File: src/rtl/basic_cpu_control_unit.sv
// Hardwired control unit for the 16-bit basic computer.
//
// This block owns the sequence counter (sc), the interrupt-cycle flip-flop (r),
// the interrupt enable (ien) and the run flip-flop. Every datapath strobe is a
// combinational decode of that registered state, the current IR and the status
// inputs. The datapath acts on the strobes at the next rising clk.
//
// Ports:
//   clk, clr          clock (rising edge), asynchronous active-high reset
//   ir                current IR contents; ir[15] = I, ir[14:12] = D
//   ac_sign, ac_zero  AC status
//   e_flag, dr_zero   E flip-flop and DR==0 status
//   fgi, fgo          I/O flags
//   bus_sel           bus source: 0 none, 1 AR, 2 PC, 3 DR, 4 AC, 5 IR, 6 TR, 7 memory
//   ar_*, pc_*, dr_*  register strobes
//   ir_ld, tr_ld, outr_ld, mem_write
//   ac_op, e_op       AC / E operation selects
//   fgi_clr, fgo_clr  flag clears
//   sc, r, ien, running  registered control state
module basic_cpu_control_unit #(
    parameter int unsigned WORD_W = 16,
    parameter int unsigned ADDR_W = 12
) (
    input  logic              clk,
    input  logic              clr,
    input  logic [WORD_W-1:0] ir,
    input  logic              ac_sign,
    input  logic              ac_zero,
    input  logic              e_flag,
    input  logic              dr_zero,
    input  logic              fgi,
    input  logic              fgo,
    output logic [2:0]        bus_sel,
    output logic              ar_ld,
    output logic              ar_inr,
    output logic              ar_clr,
    output logic              pc_ld,
    output logic              pc_inr,
    output logic              pc_clr,
    output logic              dr_ld,
    output logic              dr_inr,
    output logic              ir_ld,
    output logic              tr_ld,
    output logic              outr_ld,
    output logic              mem_write,
    output logic [3:0]        ac_op,
    output logic [1:0]        e_op,
    output logic              fgi_clr,
    output logic              fgo_clr,
    output logic [2:0]        sc,
    output logic              r,
    output logic              ien,
    output logic              running
);

    typedef enum logic [2:0] {StT0, StT1, StT2, StT3, StT4, StT5, StT6, StBad} sc_e;

    localparam logic [2:0] BusNone = 3'd0;
    localparam logic [2:0] BusAr   = 3'd1;
    localparam logic [2:0] BusPc   = 3'd2;
    localparam logic [2:0] BusDr   = 3'd3;
    localparam logic [2:0] BusAc   = 3'd4;
    localparam logic [2:0] BusIr   = 3'd5;
    localparam logic [2:0] BusTr   = 3'd6;
    localparam logic [2:0] BusMem  = 3'd7;

    localparam logic [3:0] AcAnd = 4'd1;
    localparam logic [3:0] AcAdd = 4'd2;
    localparam logic [3:0] AcLda = 4'd3;
    localparam logic [3:0] AcClr = 4'd4;
    localparam logic [3:0] AcCma = 4'd5;
    localparam logic [3:0] AcCir = 4'd6;
    localparam logic [3:0] AcCil = 4'd7;
    localparam logic [3:0] AcInc = 4'd8;
    localparam logic [3:0] AcInp = 4'd9;

    localparam logic [1:0] EClr = 2'd1;
    localparam logic [1:0] ECme = 2'd2;

    sc_e  sc_q, sc_d;
    logic r_q, r_d;
    logic ien_q, ien_d;
    logic run_q, run_d;

    logic [2:0]        d;
    logic              ind;
    logic [ADDR_W-1:0] op;

    assign d   = ir[WORD_W-2:WORD_W-4];
    assign ind = ir[WORD_W-1];
    assign op  = ir[ADDR_W-1:0];

    always_ff @(posedge clk or posedge clr) begin
        if (clr) begin
            sc_q  <= StT0;
            r_q   <= 1'b0;
            ien_q <= 1'b0;
            run_q <= 1'b1;
        end else begin
            sc_q  <= sc_d;
            r_q   <= r_d;
            ien_q <= ien_d;
            run_q <= run_d;
        end
    end

    always_comb begin
        bus_sel   = BusNone;
        ar_ld     = 1'b0;
        ar_inr    = 1'b0;
        ar_clr    = 1'b0;
        pc_ld     = 1'b0;
        pc_inr    = 1'b0;
        pc_clr    = 1'b0;
        dr_ld     = 1'b0;
        dr_inr    = 1'b0;
        ir_ld     = 1'b0;
        tr_ld     = 1'b0;
        outr_ld   = 1'b0;
        mem_write = 1'b0;
        ac_op     = 4'd0;
        e_op      = 2'd0;
        fgi_clr   = 1'b0;
        fgo_clr   = 1'b0;
        sc_d      = sc_e'(sc_q + 3'd1);
        r_d       = r_q;
        ien_d     = ien_q;
        run_d     = run_q;

        if (clr || !run_q) begin
            // Halted (or in reset): everything frozen, no strobes.
            sc_d = sc_q;
        end else begin
            case (sc_q)
                StT0: begin
                    if (r_q) begin
                        ar_clr  = 1'b1;
                        bus_sel = BusPc;
                        tr_ld   = 1'b1;
                    end else begin
                        bus_sel = BusPc;
                        ar_ld   = 1'b1;
                    end
                end
                StT1: begin
                    if (r_q) begin
                        bus_sel   = BusTr;
                        mem_write = 1'b1;
                        pc_clr    = 1'b1;
                    end else begin
                        bus_sel = BusMem;
                        ir_ld   = 1'b1;
                        pc_inr  = 1'b1;
                    end
                end
                StT2: begin
                    if (r_q) begin
                        pc_inr = 1'b1;
                        ien_d  = 1'b0;
                        r_d    = 1'b0;
                        sc_d   = StT0;
                    end else begin
                        bus_sel = BusIr;
                        ar_ld   = 1'b1;
                    end
                end
                StT3: begin
                    if (d == 3'd7) begin
                        sc_d = StT0;
                        if (!ind) begin
                            // Register reference; AC ops resolved by priority.
                            if (op[11])      ac_op = AcClr;
                            else if (op[9])  ac_op = AcCma;
                            else if (op[7])  ac_op = AcCir;
                            else if (op[6])  ac_op = AcCil;
                            else if (op[5])  ac_op = AcInc;
                            if (op[10])      e_op = EClr;
                            else if (op[8])  e_op = ECme;
                            pc_inr = (op[4] && !ac_sign) || (op[3] && ac_sign) ||
                                     (op[2] && ac_zero) || (op[1] && !e_flag);
                            if (op[0]) begin
                                // Halting holds sc at the halting step.
                                run_d = 1'b0;
                                sc_d  = sc_q;
                            end
                        end else begin
                            if (op[11]) begin
                                ac_op   = AcInp;
                                fgi_clr = 1'b1;
                            end
                            if (op[10]) begin
                                bus_sel = BusAc;
                                outr_ld = 1'b1;
                                fgo_clr = 1'b1;
                            end
                            pc_inr = (op[9] && fgi) || (op[8] && fgo);
                            if (op[6])      ien_d = 1'b0;
                            else if (op[7]) ien_d = 1'b1;
                        end
                    end else if (ind) begin
                        bus_sel = BusMem;
                        ar_ld   = 1'b1;
                    end
                end
                StT4: begin
                    unique case (d)
                        3'd0, 3'd1, 3'd2, 3'd6: begin
                            bus_sel = BusMem;
                            dr_ld   = 1'b1;
                        end
                        3'd3: begin
                            bus_sel   = BusAc;
                            mem_write = 1'b1;
                            sc_d      = StT0;
                        end
                        3'd4: begin
                            bus_sel = BusAr;
                            pc_ld   = 1'b1;
                            sc_d    = StT0;
                        end
                        3'd5: begin
                            bus_sel   = BusPc;
                            mem_write = 1'b1;
                            ar_inr    = 1'b1;
                        end
                        default: sc_d = StT0;
                    endcase
                end
                StT5: begin
                    unique case (d)
                        3'd0: begin ac_op = AcAnd; sc_d = StT0; end
                        3'd1: begin ac_op = AcAdd; sc_d = StT0; end
                        3'd2: begin ac_op = AcLda; sc_d = StT0; end
                        3'd5: begin
                            bus_sel = BusAr;
                            pc_ld   = 1'b1;
                            sc_d    = StT0;
                        end
                        3'd6:    dr_inr = 1'b1;
                        default: sc_d = StT0;
                    endcase
                end
                StT6: begin
                    if (d == 3'd6) begin
                        bus_sel   = BusDr;
                        mem_write = 1'b1;
                        pc_inr    = dr_zero;
                    end
                    sc_d = StT0;
                end
                default: sc_d = StT0;  // illegal count: recover without strobes
            endcase

            // Interrupt request is only sampled outside the fetch/interrupt steps.
            if (sc_q != StT0 && sc_q != StT1 && sc_q != StT2 && ien_q && (fgi || fgo)) begin
                r_d = 1'b1;
            end
        end
    end

    assign sc      = sc_q;
    assign r       = r_q;
    assign ien     = ien_q;
    assign running = run_q;

endmodule
File: config.mk
export PLATFORM = sky130hd
export DESIGN_NAME = basic_cpu_control_unit
export DESIGN_NICKNAME = d
export VERILOG_FILES = /design/src/rtl/basic_cpu_control_unit.sv
export SDC_FILE = /design/constraint.sdc
export NUM_CORES = 1
export LEC_CHECK = 0
export CORE_MARGIN = 2
export CORE_UTILIZATION = 40
export DETAILED_ROUTE_END_ITERATION = 10
export MAX_ROUTING_LAYER = met4
export PLACE_DENSITY = 0.81
export SLEW_MARGIN = 20
export SYNTH_ARGS = -nofsm -noshare
export SYNTH_HDL_FRONTEND = slang
export SYNTH_SLANG_ARGS = --single-unit
export TNS_END_PERCENT = 1
File: constraint.sdc
create_clock -name clk -period 2.9 [get_ports clk]
set_clock_uncertainty 0.2 [all_clocks]
set_input_delay 0.58 -clock clk [delete_from_list [all_inputs] [get_ports clk]]
set_output_delay 0.58 -clock clk [all_outputs]
set_load 0.05 [all_outputs]
==> results.py <==
metrics = {
    "route": {
        "routed_via_density": 5.77,
        "initialDrtViolationCount": 35,
        "vias": 1373,
        "wl_per_cell_um": 19.4,
        "ant_nets": 0,
        "routed_wl_um": 4620,
        "firstDrtPassIters": 4,
        "drc": 0,
    },
    "critical_path": {
        "path_delay_family": "simple AND/OR/NAND/NOR gates",
        "r2r_cells": 7,
        "crit_type": "in -> out",
        "crit_chain": "clkdlybuf4s50_1, nor4_1, nand3b_1, a21oi_2, buf_12",
        "worstSetupEndpointType": "output port",
        "critical-path-max-stage-delay_ns": 0.55,
        "crit_fanout": 4,
        "r2r-end": "sc[0]",
        "cp_num_buf_inv": 2,
        "r2r_start": "sc[0]",
        "cp.depth": 5,
        "cp.arrival_ns": 2.18,
        "ff2ff_setup_slack_ns": 0.65,
        "cp_slowest_cell": "nor4_1",
        "startpoint_type": "input pin",
        "worstPathRequired_ns": 2.12,
    },
    "cts": {
        "h-tree-depth": 1,
        "cts_buffer_depth": 2,
        "cts_buffers": 3,
        "tritoncts": "yes",
        "cts.sinks": 6,
        "path_clk_slew_ns": 0.05,
        "cts_root_buffer": "clkbuf_4",
        "clock_latency_ns": 0.25,
        "postCtsHoldBufs": 0,
    },
    "yosys": {
        "syn_inst": 137,
        "netlist_area_um2": 1030,
        "synth_cell_type_count": 47,
        "ys.flop_type": "dfrtp_1",
        "synth_fp_nets": 170,
        "synth_edf_count": 0,
        "ys_async_sr_fraction_pct": 100,
        "ys_seq_area_share_pct": 14.7,
        "yosys_warnings": 0,
        "ys_seq_elements": 6,
        "syn_area_per_cell_um2": 7.50,
    },
    "placement": {
        "dp_hpwl_um": 3100,
        "numPortBuffers": 52,
        "gp_congestion": 0.848,
        "dp_slack_ns": -0.188,
    },
    "timing": {
        "finalSetupViolCount": 1,
        "max_freq_mhz": 337,
        "fin_ws_ns": -0.0635,
        "timing.final.crit_share_pct": 102,
        "fin_crit_ns": 2.96,
        "worst_pin_slew_ns": 0.532,
        "slew_violations": 0,
        "slew_headroom_pct": 64.2,
        "hold_violations": 0,
    },
    "floorplanning": {
        "dieArea_um2": 2990,
        "dieHeight_um": 54.7,
        "core_area_um2": 2450,
        "die_width_um": 54.7,
        "row_count": 18,
        "io_pins": 53,
        "start_util_pct": 41.8,
    },
    "global_route": {
        "grt_max_degree": 20,
        "grt.total_usage_pct": 29.6,
        "grt.overflow.total": 0,
        "grt_pass1_vias": 1333,
        "antenna_found_initial": 0,
        "grt_pass1_wl_um": 6210,
    },
    "cells_and_area": {
        "nets": 242,
        "postLayoutCoreUtil_pct": 87.5,
        "diodes": 0,
        "syn2layout_area_growth_pct": 109,
        "nFillCells": 122,
        "layout-drive-gt1-share_pct": 41.8,
    },
    "worst_hold_path": {
        "hold_depth": 2,
        "holdCritPathClass": "reg -> reg",
        "min_to": "running",
        "hp-start": "running",
    },
    "job": {
        "drv_cap": 0,
    },
    "status": {
        "status": "finished with violations",
        "violations": "setup timing",
    },
    "power_and_ir_drop": {
        "power_per_cell_area_nw_per_um2": 719,
        "power.static_leakage_nw": 0.852,
        "vdd_drop_max_mv": 1.05,
    },
}
## routing by layer
metal	share of wire, %	global-route usage, %
met5	0	-
met4	2.6	7.50
met3	6.7	4.64
met2	52	50.2
met1	39	36.2
## state kept, by name, summed over array words and instances (netlist names)
signal / flops
ien: 1
r: 1
running: 1
sc: 3
## cells in the final DEF (no fill, tap or decap), types with 2 or more instances in the layout
cell,Yosys,layout
a21oi_1,10,8
a21oi_2,0,2
a22o_1,3,3
a31oi_1,4,2
a31oi_4,0,2
a41oi_2,1,2
buf_12,0,23
buf_4,2,26
clkbuf_4,0,3
clkdlybuf4s50_1,0,25
dfrtp_1,5,4
dlygate4sd2_1,0,3
ha_1,9,3
ha_2,0,2
ha_4,0,4
inv_1,8,7
mux2i_1,2,2
nand2_1,13,13
nand2b_1,3,3
nand3_1,7,6
nand4b_1,2,2
nor2_1,15,13
nor2b_1,5,4
nor3_1,2,2
nor3b_2,0,2
o211ai_1,2,2
o21ai_0,8,8
## cell type report
cell class	count	area, um^2	share of cell area (%)
sequential	6	153	7.11
inverter	8	33.8	1.57
tap	30	37.5	1.75
multi-input combinational	112	952	44.3
timing repair buffer	78	945	44.0
clock buffer	4	26.3	1.22
## Yosys cell counts, types with 2 or more instances
| cell | n | area (um^2) |
|---|---|---|
| clkbuf_1 | 2 | 7.51 |
| mux2i_1 | 2 | 20.0 |
| a22o_1 | 3 | 26.3 |
| buf_4 | 2 | 15.0 |
| nor3_1 | 2 | 10.0 |
| a31oi_1 | 4 | 25.0 |
| nand3_1 | 7 | 35.0 |
| nand4b_1 | 2 | 17.5 |
| dfrtp_1 | 5 | 125 |
| buf_2 | 6 | 30.0 |
| ha_1 | 9 | 113 |
| nor3b_1 | 2 | 15.0 |
| nor2_1 | 15 | 56.3 |
| inv_1 | 8 | 30.0 |
| o211ai_1 | 2 | 15.0 |
| nand2b_1 | 3 | 18.8 |
| o21ai_0 | 8 | 40.0 |
| a21oi_1 | 10 | 50.1 |
| nand2_1 | 13 | 48.8 |
| nor2b_1 | 5 | 31.3 |
## tightest hold or removal path: cells and delay by family, from the launching register on
kind            cells  cell delay (ns)
flops               1             0.38
buf+inv             1             0.08
compound gates      1             0.06
## worst max path at each step
stage / startpoint / to
floorplan: sc[0] / outr_ld
global placement: ir[12] / fgo_clr
detailed placement: ir[12] / fgo_clr
CTS: sc[0] / bus_sel[1]
global route: ir[11] / ac_op[3]
finish: ir[11] / ac_op[3]
## cells by family (layout without fill, tap and decap cells)
logic type	after synthesis	after routing	share of synthesized area [%]
AOI/OAI and AO/OA	40	40	29.2
adders and majority gates	9	9	11.0
buffers and inverters	19	90	9.14
DFF	6	6	14.7
muxes	3	3	3.41
and+or+nand+nor	60	60	32.5
## metrics by stage
stage | TNS (ns) | cell area (um^2) | power (mW) | cells | hold slack, ns
after floorplan | -2.24 | 1070 | 0.840 | 137 | 0.178
after global placement | -0.579 | 1980 | 1.24 | 232 | 0.277
after detailed placement | -1.46 | 1980 | 1.26 | 232 | 0.297
after CTS | -0.00879 | 2060 | 1.40 | 236 | 0.312
after global routing | -0.236 | 2150 | 1.61 | 238 | 0.343
final | -0.0635 | 2150 | 1.54 | 238 | 0.329
## what timing repair did
action | 4_1_cts | 5_1_grt
buffers inserted | 0 | 2
gates resized for setup | 16 | 11
endpoints found under the setup margin | 16 | 9
pin swaps | 3 | 0
## power breakdown
part           leakage (nW)  switching (mW)  internal (mW)
clock                0.0150          0.0379         0.0525
combinational         0.767           0.719          0.558
sequential           0.0701          0.0590          0.117
No activity file was read; power rests on OpenSTA's default activity.
